**config.mk**
```make
export PLATFORM = sky130hd
export DESIGN_NAME = cpp_internal_bool_sync_deglitch
export DESIGN_NICKNAME = d
export VERILOG_FILES = /design/src/rtl/cpp_internal_bool_sync_deglitch.sv
export SDC_FILE = /design/constraint.sdc
export NUM_CORES = 1
export LEC_CHECK = 0
export BUFFER_PORTS_ARGS = -buffer_cell sky130_fd_sc_hd__buf_2
export CORE_ASPECT_RATIO = 1.25
export CORE_MARGIN = 2
export CORE_UTILIZATION = 23
export CTS_CLUSTER_DIAMETER = 80
export DETAILED_ROUTE_END_ITERATION = 16
export PLACE_DENSITY = 0.47
export SLEW_MARGIN = 40
export SYNTH_ARGS = -nofsm -noshare
export SYNTH_HDL_FRONTEND = slang
export SYNTH_SLANG_ARGS = --single-unit
```
**constraint.sdc**
```tcl
create_clock -name clk -period 5 [get_ports clk]
set_input_delay 0.5 -clock clk [delete_from_list [all_inputs] [get_ports clk]]
set_output_delay 0.5 -clock clk [all_outputs]
set_load 0.02 [all_outputs]
```
**src/rtl/cpp_internal_bool_sync_deglitch.sv**
```systemverilog
// Clocked consumer for the hysteresis converter: synchronizes the async bit and event line,
// debounces over FILT_LEN sample events, emits edge pulses and measures the rising-edge period.
module cpp_internal_bool_sync_deglitch #(
  parameter int unsigned FILT_LEN = 3,
  parameter int unsigned CNT_W    = 16
) (
  input  logic             clk,
  input  logic             rst_n,
  input  logic             in,
  input  logic             update_in,
  output logic             out,
  output logic             update_out,
  output logic             rise,
  output logic             fall,
  output logic [CNT_W-1:0] period,
  output logic             period_valid,
  output logic             overflow
);

  typedef enum logic [1:0] {StLow, StLowPend, StHigh, StHighPend} state_e;

  localparam logic [3:0]       FiltLen = 4'(FILT_LEN);
  localparam logic [CNT_W-1:0] CntMax  = '1;
  localparam logic [CNT_W-1:0] CntOne  = CNT_W'(1);

  logic             in_s1_q, in_s2_q;
  logic             upd_s1_q, upd_s2_q, upd_s3_q;
  state_e           state_q, state_d;
  logic [3:0]       fcnt_q, fcnt_d;
  logic             out_q, out_d;
  logic             upd_out_q, upd_out_d;
  logic             rise_q, rise_d;
  logic             fall_q, fall_d;
  logic [CNT_W-1:0] pcnt_q, pcnt_d;
  logic [CNT_W-1:0] period_q, period_d;
  logic             valid_q, valid_d;
  logic             ovf_q, ovf_d;
  logic             armed_q, armed_d;
  logic             ev;
  logic             sample;

  // A level change on the synchronized event line is one sample.
  assign ev     = upd_s2_q ^ upd_s3_q;
  assign sample = in_s2_q;

  always_comb begin
    state_d = state_q;
    fcnt_d  = fcnt_q;
    if (ev) begin
      unique case (state_q)
        StLow: begin
          if (sample) begin
            if (FiltLen == 4'd1) begin
              state_d = StHigh;
              fcnt_d  = '0;
            end else begin
              state_d = StLowPend;
              fcnt_d  = 4'd1;
            end
          end
        end
        StLowPend: begin
          if (!sample) begin
            state_d = StLow;
            fcnt_d  = '0;
          end else if (fcnt_q + 4'd1 == FiltLen) begin
            state_d = StHigh;
            fcnt_d  = '0;
          end else begin
            fcnt_d = fcnt_q + 4'd1;
          end
        end
        StHigh: begin
          if (!sample) begin
            if (FiltLen == 4'd1) begin
              state_d = StLow;
              fcnt_d  = '0;
            end else begin
              state_d = StHighPend;
              fcnt_d  = 4'd1;
            end
          end
        end
        StHighPend: begin
          if (sample) begin
            state_d = StHigh;
            fcnt_d  = '0;
          end else if (fcnt_q + 4'd1 == FiltLen) begin
            state_d = StLow;
            fcnt_d  = '0;
          end else begin
            fcnt_d = fcnt_q + 4'd1;
          end
        end
        default: begin
          state_d = StLow;
          fcnt_d  = '0;
        end
      endcase
    end
  end

  always_comb begin
    out_d     = (state_d == StHigh) || (state_d == StHighPend);
    rise_d    = out_d & ~out_q;
    fall_d    = ~out_d & out_q;
    upd_out_d = upd_out_q ^ ev;

    pcnt_d   = pcnt_q;
    period_d = period_q;
    valid_d  = valid_q;
    ovf_d    = ovf_q;
    armed_d  = armed_q;
    if (rise_q) begin
      pcnt_d  = CntOne;
      armed_d = 1'b1;
      // The first rise after reset only opens the measurement window.
      if (armed_q) begin
        period_d = pcnt_q;
        ovf_d    = (pcnt_q == CntMax);
        valid_d  = 1'b1;
      end
    end else if (pcnt_q != CntMax) begin
      pcnt_d = pcnt_q + CntOne;
    end
  end

  always_ff @(posedge clk or negedge rst_n) begin
    if (!rst_n) begin
      in_s1_q   <= 1'b0;
      in_s2_q   <= 1'b0;
      upd_s1_q  <= 1'b0;
      upd_s2_q  <= 1'b0;
      upd_s3_q  <= 1'b0;
      state_q   <= StLow;
      fcnt_q    <= '0;
      out_q     <= 1'b0;
      upd_out_q <= 1'b0;
      rise_q    <= 1'b0;
      fall_q    <= 1'b0;
      pcnt_q    <= '0;
      period_q  <= '0;
      valid_q   <= 1'b0;
      ovf_q     <= 1'b0;
      armed_q   <= 1'b0;
    end else begin
      in_s1_q   <= in;
      in_s2_q   <= in_s1_q;
      upd_s1_q  <= update_in;
      upd_s2_q  <= upd_s1_q;
      upd_s3_q  <= upd_s2_q;
      state_q   <= state_d;
      fcnt_q    <= fcnt_d;
      out_q     <= out_d;
      upd_out_q <= upd_out_d;
      rise_q    <= rise_d;
      fall_q    <= fall_d;
      pcnt_q    <= pcnt_d;
      period_q  <= period_d;
      valid_q   <= valid_d;
      ovf_q     <= ovf_d;
      armed_q   <= armed_d;
    end
  end

  assign out          = out_q;
  assign update_out   = upd_out_q;
  assign rise         = rise_q;
  assign fall         = fall_q;
  assign period       = period_q;
  assign period_valid = valid_q;
  assign overflow     = ovf_q;

endmodule

```
==> reports/qor.yml, run 1 <==
outcome: "finished clean"
pin_count: 26
hp-class: "in -> async"
synth-warning-count: 0
holdBufCountCts: 0
h-tree-depth: 2
grt_pass1_wl_um: 7369
p_sw_mw: 0.4093
synth_flop_cell: "dfrtp_1"
met1_length_um: 2030
synth_largest_area_cell: "dfrtp_1"
dpl.cell_count: 338
cp_top_family: "simple AND/OR/NAND/NOR gates"
wl_um: 4323
antenna_found_initial: 0
period_minus_slack_ns: 1.986
max_stage_delay_ns: 0.54
stdcell_count: 346
setup_tns_ns: 0
combPwrFrac_pct: 24.4
portBuffers: 25
fmax_mhz: 503.5
rows: 40
synthMuxAreaShare_pct: 9.313
synth_simple_gate_area_share_pct: 17.24
dpl.hpwl_um: 2929
wl_met2_um: 1991
layout.nets: 226
syn-num-nets: 198
synth_compound_area_share_pct: 11.03
synth-seq-cells: 50
clock-sinks: 50
power_switching_share_pct: 33.85
grt_overflow: 0
setup-violations-final: 0
wl_met3_um: 197
crit_type: "reg -> reg"
path_max_fanout: 9
maxCapViolCount: 0
yosys-top-cells-count: "50 x dfrtp_1, 16 x nand2_1, 14 x mux2_2"
grt.total_usage_pct: 8.961
syn_inst: 191
synth-adder-area-share_pct: 1.663
cpMaxStageDelayCell: "nor4_1"
ys_top_cells_by_area: "dfrtp_1 55%, mux2_2 7.0%, nand2_1 2.7%, o31ai_1 2.0%, or4_1 2.0%"
seq_power_share_pct: 47.6
synth_edf_count: 0
netlist_area_um2: 2257
drc_errors: 0
power.internal_mw: 0.7999
grt_start_max_net_pins: 51
root_buffer: "clkbuf_16"
top_layer: "met4"
async_reset_ff_share_pct: 100.0
routed-via-count: 1526
worstPathCellList: "ha_1, nand4_4, nor4_1, and4bb_2, nor3_1"
preCtsSetupSlack_ns: 3.049
die_area_um2: 10630
crit_required_ns: 5.14
ant_nets: 0
globalplace.congestion: 0.7904
start_util_pct: 23.61
tightest_slew_ns: 0.6959
synth_top_family_by_area: "simple AND/OR/NAND/NOR gates"
yosysSeqAreaShare_pct: 55.43
clkTransAtPathRegs_ns: 0.06
grt_setup_unrepaired: "no"
die_y_um: 114.8
p_leak_nw: 1.187
drive_above_1_share_pct: 28.64
cts.repair.resized: 0
synth_most_common_cell: "dfrtp_1"
skew_ns: 0.005252
vdd_drop_max_mv: 0.1082
avgSynthCellArea_um2: 11.82
critPathBufInv: 0
fin_crit_sh_pct: 39.72
n_antenna_cell: 0
slew_headroom_pct: 53.61
synth_xor_area_share_pct: 2.273
power.density_nw_per_um2: 454.1
yosysUniqueCellTypes: 47
post_drt_wl_per_cell_um: 12.49
arrival_ns: 2.13
die_w_um: 92.61
finalMaxSlewViolations: 0
clkLatencyLatePin_ns: 0.29
core_area_um2: 9559
clockPowerShare_pct: 28.0
synth_top_area_share_pct: 55.43
layout_setup_ws_ns: 3.014
via_per_inst: 4.410
post_cts_buffers: 0
drt_iter0_markers: 51
cp-start-kind: "flip-flop"
dr.pass1.iters: 4
hold_viol_final: 0
clockBufferDepth: 2
end_kind: "flip-flop"
cts_buffers: 5
cts_tree: "done"
area_delta_synth_final_pct: 17.96
grt_pass1_vias: 1390
## registers in the layout, summed over array words and instances, names as in the netlist
register	flops
state_q	2
period_valid	1
rise	1
period	16
fall	1
in_s2_q	1
update_out	1
fcnt_q	4
armed_q	1
overflow	1
upd_s3_q	1
pcnt_q	16
upd_s1_q	1
in_s1_q	1
out	1
upd_s2_q	1
## cells in the final DEF, fill, tap and decap left out, types with 4 or more instances in the layout
cell / count
dfrtp_1: 50
buf_2: 25
nand2_1: 15
mux2_2: 14
inv_1: 7
nor2_1: 7
a21oi_1: 7
o21ai_0: 7
o31ai_1: 6
or4_1: 6
nand3_1: 5
clkbuf_16: 5
a31oi_1: 4
and3_1: 4
a21oi_2: 4
## final timing paths
kind	cells past startpoint	from	endpoint	slack, ns
min	2	rst_n	period[12]	0.29
max in group asynchronous	2	rst_n	period[14]	4.25
max reg2reg	5	pcnt_q[0]	pcnt_q[14]	3.01
max	5	pcnt_q[0]	pcnt_q[14]	3.01
min in group clk	1	update_in	upd_s1_q	0.31
min reg2reg	0	in_s1_q	in_s2_q	0.35
## per-stage QoR
step | total power, mW | hold slack, ns | utilization, % | area [um^2]
after floorplan | 0.7826 | 0.2044 | - | 2257
after global placement | 0.8805 | 0.3376 | 26.28 | 2512
after detailed placement | 0.8863 | 0.3401 | 26.31 | 2515
after CTS | 1.235 | 0.3037 | 27.85 | 2663
after global routing | 1.296 | 0.3082 | 27.85 | 2663
final | 1.209 | 0.2946 | 27.85 | 2663
## routing by layer
layer  global-route usage [%]  vias up
li1                         -      755
met1                    11.76      738
met2                    13.53       27
met3                    2.425        6
met4                    4.776        0
met5                        0        -
## cell families after synthesis
logic type | count (synthesis)
simple gates | 63
flops | 50
compound gates | 38
mux | 19
buf+inv | 13
xor+xnor | 5
fa+ha+maj | 3
## layout make-up
class,count,area [um^2]
clock buffer,7,142.6
tap,126,157.7
clock inverter,1,5.005
multi-input combinational,128,939.7
sequential,50,1251
timing repair buffer,27,140.1
inverter,7,26.28
fill,1012,6897
## power groups by stage
stage          Sequential [mW]  Combinational [mW]  Clock, mW
2_1_floorplan            0.593               0.189          0
3_3_place_gp             0.582               0.299          0
3_5_place_dp             0.585               0.302          0
4_1_cts                  0.577               0.302      0.355
5_1_grt                  0.592               0.331      0.372
6_report                 0.576               0.295      0.339
No activity file was read; power rests on OpenSTA's default activity.
==> run 2, diff against run 1 <==
==> constraint.sdc (replaced) <==
create_clock -name clk -period 1.87 [get_ports clk]
set_input_delay 0.187 -clock clk [delete_from_list [all_inputs] [get_ports clk]]
set_output_delay 0.187 -clock clk [all_outputs]
set_load 0.02 [all_outputs]
==> reports/qor.yml, run 2 (same netlist as run 1, synthesis figures left out) <==
post_drt_wl_per_cell_um: 12.38  # -0.93%
dr.pass1.iters: 4  # unchanged
core_area_um2: 9559  # unchanged
final_common_cell: "dfrtp_1"
cts_tree: "done"
die_y_um: 114.8  # unchanged
rr_endpoint: "pcnt_q[9]"
pin_count: 26  # unchanged
hold_path_depth: 0
area_delta_synth_final_pct: 26.00
slew_headroom_pct: 70.98  # +17 points
antenna_found_initial: 0  # unchanged
grt_setup_unrepaired: "no"
ff_latch_area_um2: 1251  # unchanged
cp-start-kind: "flip-flop"
path_max_fanout: 21  # +12
worstHoldEndpoint: "in_s2_q"
clkTransAtPathRegs_ns: 0.06  # about the same
layout.nets: 241  # +6.6%
arrival_ns: 1.92  # -0.21 ns
drt_iter0_markers: 50  # -2.0%
drc_errors: 0  # unchanged
start_util_pct: 23.61  # unchanged
dpl.hpwl_um: 3214  # +9.7%
hp-class: "reg -> reg"
mostFrequentLayoutCells: "50 x dfrtp_1, 25 x buf_2, 16 x nand2_1, 14 x mux2_2, 11 x buf_4"
grt_overflow: 0  # unchanged
post_cts_buffers: 0  # unchanged
grt.total_usage_pct: 9.114  # +0.15 points
crit_type: "reg -> reg"
globalplace.congestion: 0.6992  # -12%
die_w_um: 92.61  # unchanged
final_core_util_pct: 29.75  # +1.9 points
setup_tns_ns: 0  # unchanged
tightest_slew_ns: 0.4342  # -0.2616 ns
finalMaxSlewViolations: 0  # unchanged
fin_crit_sh_pct: 91.53  # +52 points
nFillCells: 974  # -3.8%
hold_viol_final: 0  # unchanged
grt_pass1_vias: 1505  # +8.3%
grt_pass1_wl_um: 7679  # +4.2%
via_per_inst: 4.386  # -0.55%
routed-via-count: 1579  # +3.5%
power.density_nw_per_um2: 1227  # +170%
ff2ff_path_depth: 6  # +1
n_antenna_cell: 0  # unchanged
period_minus_slack_ns: 1.712  # -0.2745 ns
die_area_um2: 10630  # unchanged
portBuffers: 25  # unchanged
cts_buffers: 5  # unchanged
h-tree-depth: 2  # unchanged
clock-sinks: 50  # unchanged
r2r_setup_slack_ns: 0.16  # -2.86 ns
vdd_drop_max_mv: 0.3675  # +240%
grt_start_max_net_pins: 35  # -31%
clockBufferDepth: 2  # unchanged
root_buffer: "clkbuf_16"
drive_above_1_share_pct: 32.05  # +3.4 points
outcome: "finished clean"
r2r-start: "pcnt_q[0]"
maxCapViolCount: 0  # unchanged
rows: 40  # unchanged
skew_ns: 0.003174  # -0.002078 ns
multi_input_area_um2: 942.2  # +0.27%
p_leak_nw: 1.281  # +7.9%
ant_nets: 0  # unchanged
fmax_mhz: 584.3  # +16%
clkLatencyLatePin_ns: 0.29  # about the same
min-delay-start: "in_s1_q"
wl_um: 4456  # +3.1%
setup-violations-final: 0  # unchanged
end_kind: "flip-flop"
crit_required_ns: 2.08  # -3.06 ns
-- run 2: cell count changes in the layout (fill, tap and decap cells not counted) --
cell           delta
a211oi_1          -1
a211oi_2          +1
buf_12            +3
buf_4             +9
bufinv_16         +1
clkbuf_1          -1
clkinv_2          -1
dlygate4sd3_1     +3
nand2_1           +1
nand2_2           -1
-- run 2: area by class of cell --
| type | count | area share, % |
|---|---|---|
| multi-input combinational | 128 | 33.13 |
| timing repair buffer | 42 | 10.47 |
| tap | 126 | 5.543 |
| clock buffer | 6 | 4.883 |
| sequential | 50 | 43.99 |
| clock inverter | 1 | 1.056 |
| inverter | 7 | 0.9239 |
-- run 2: how the worst max path moves through the flow --
stage,from,endpoint,cells past startpoint
after floorplan,pcnt_q[0],pcnt_q[1],7
after global placement,fcnt_q[1],fcnt_q[1],5
after detailed placement,fcnt_q[0],fcnt_q[1],5
after CTS,fcnt_q[0],fcnt_q[1],5
after global routing,pcnt_q[0],pcnt_q[9],6
final,pcnt_q[0],pcnt_q[9],6
-- run 2: power breakdown --
part	switching (mW)	internal, mW	total [mW]
sequential	0.158	1.28	1.44
clock	0.381	0.660	1.04
combinational	0.578	0.431	1.01
-- run 2: worst max-delay path: stages, from the launching register on --
cell	delay (ns)
dfrtp_1	0.40
ha_1	0.25
nand4_4	0.13
nor4_2	0.08
buf_12	0.16
or4_1	0.46
a21oi_1	0.16
-- run 2: what timing repair did --
action	4_1_cts	5_1_grt
endpoints found under the setup margin	0	1
hold endpoints to repair	18	0
hold buffers	3	0
gates resized for setup	0	1
-- run 2: through the flow --
step | instances | hold slack (ns) | setup WS (ns) | area (um^2) | power (mW)
3_5_place_dp | 350 | 0.1631 | 0.1233 | 2640 | 2.478
2_1_floorplan | 191 | -0.1086 | 0.1220 | 2257 | 2.092
3_3_place_gp | 350 | 0.1530 | 0.1835 | 2640 | 2.467
5_1_grt | 360 | 0.3618 | 0.01920 | 2844 | 3.718
6_report | 360 | 0.3526 | 0.1584 | 2844 | 3.490
4_1_cts | 360 | 0.3599 | 0.1094 | 2839 | 3.548
-- run 2: layer usage --
layer	vias to the layer above	share of wire (%)	global-route usage, %
li1	783	-	-
met1	764	48	12.28
met2	25	47	13.92
met3	7	3.3	1.966
met4	0	2.3	4.478
met5	-	0	0
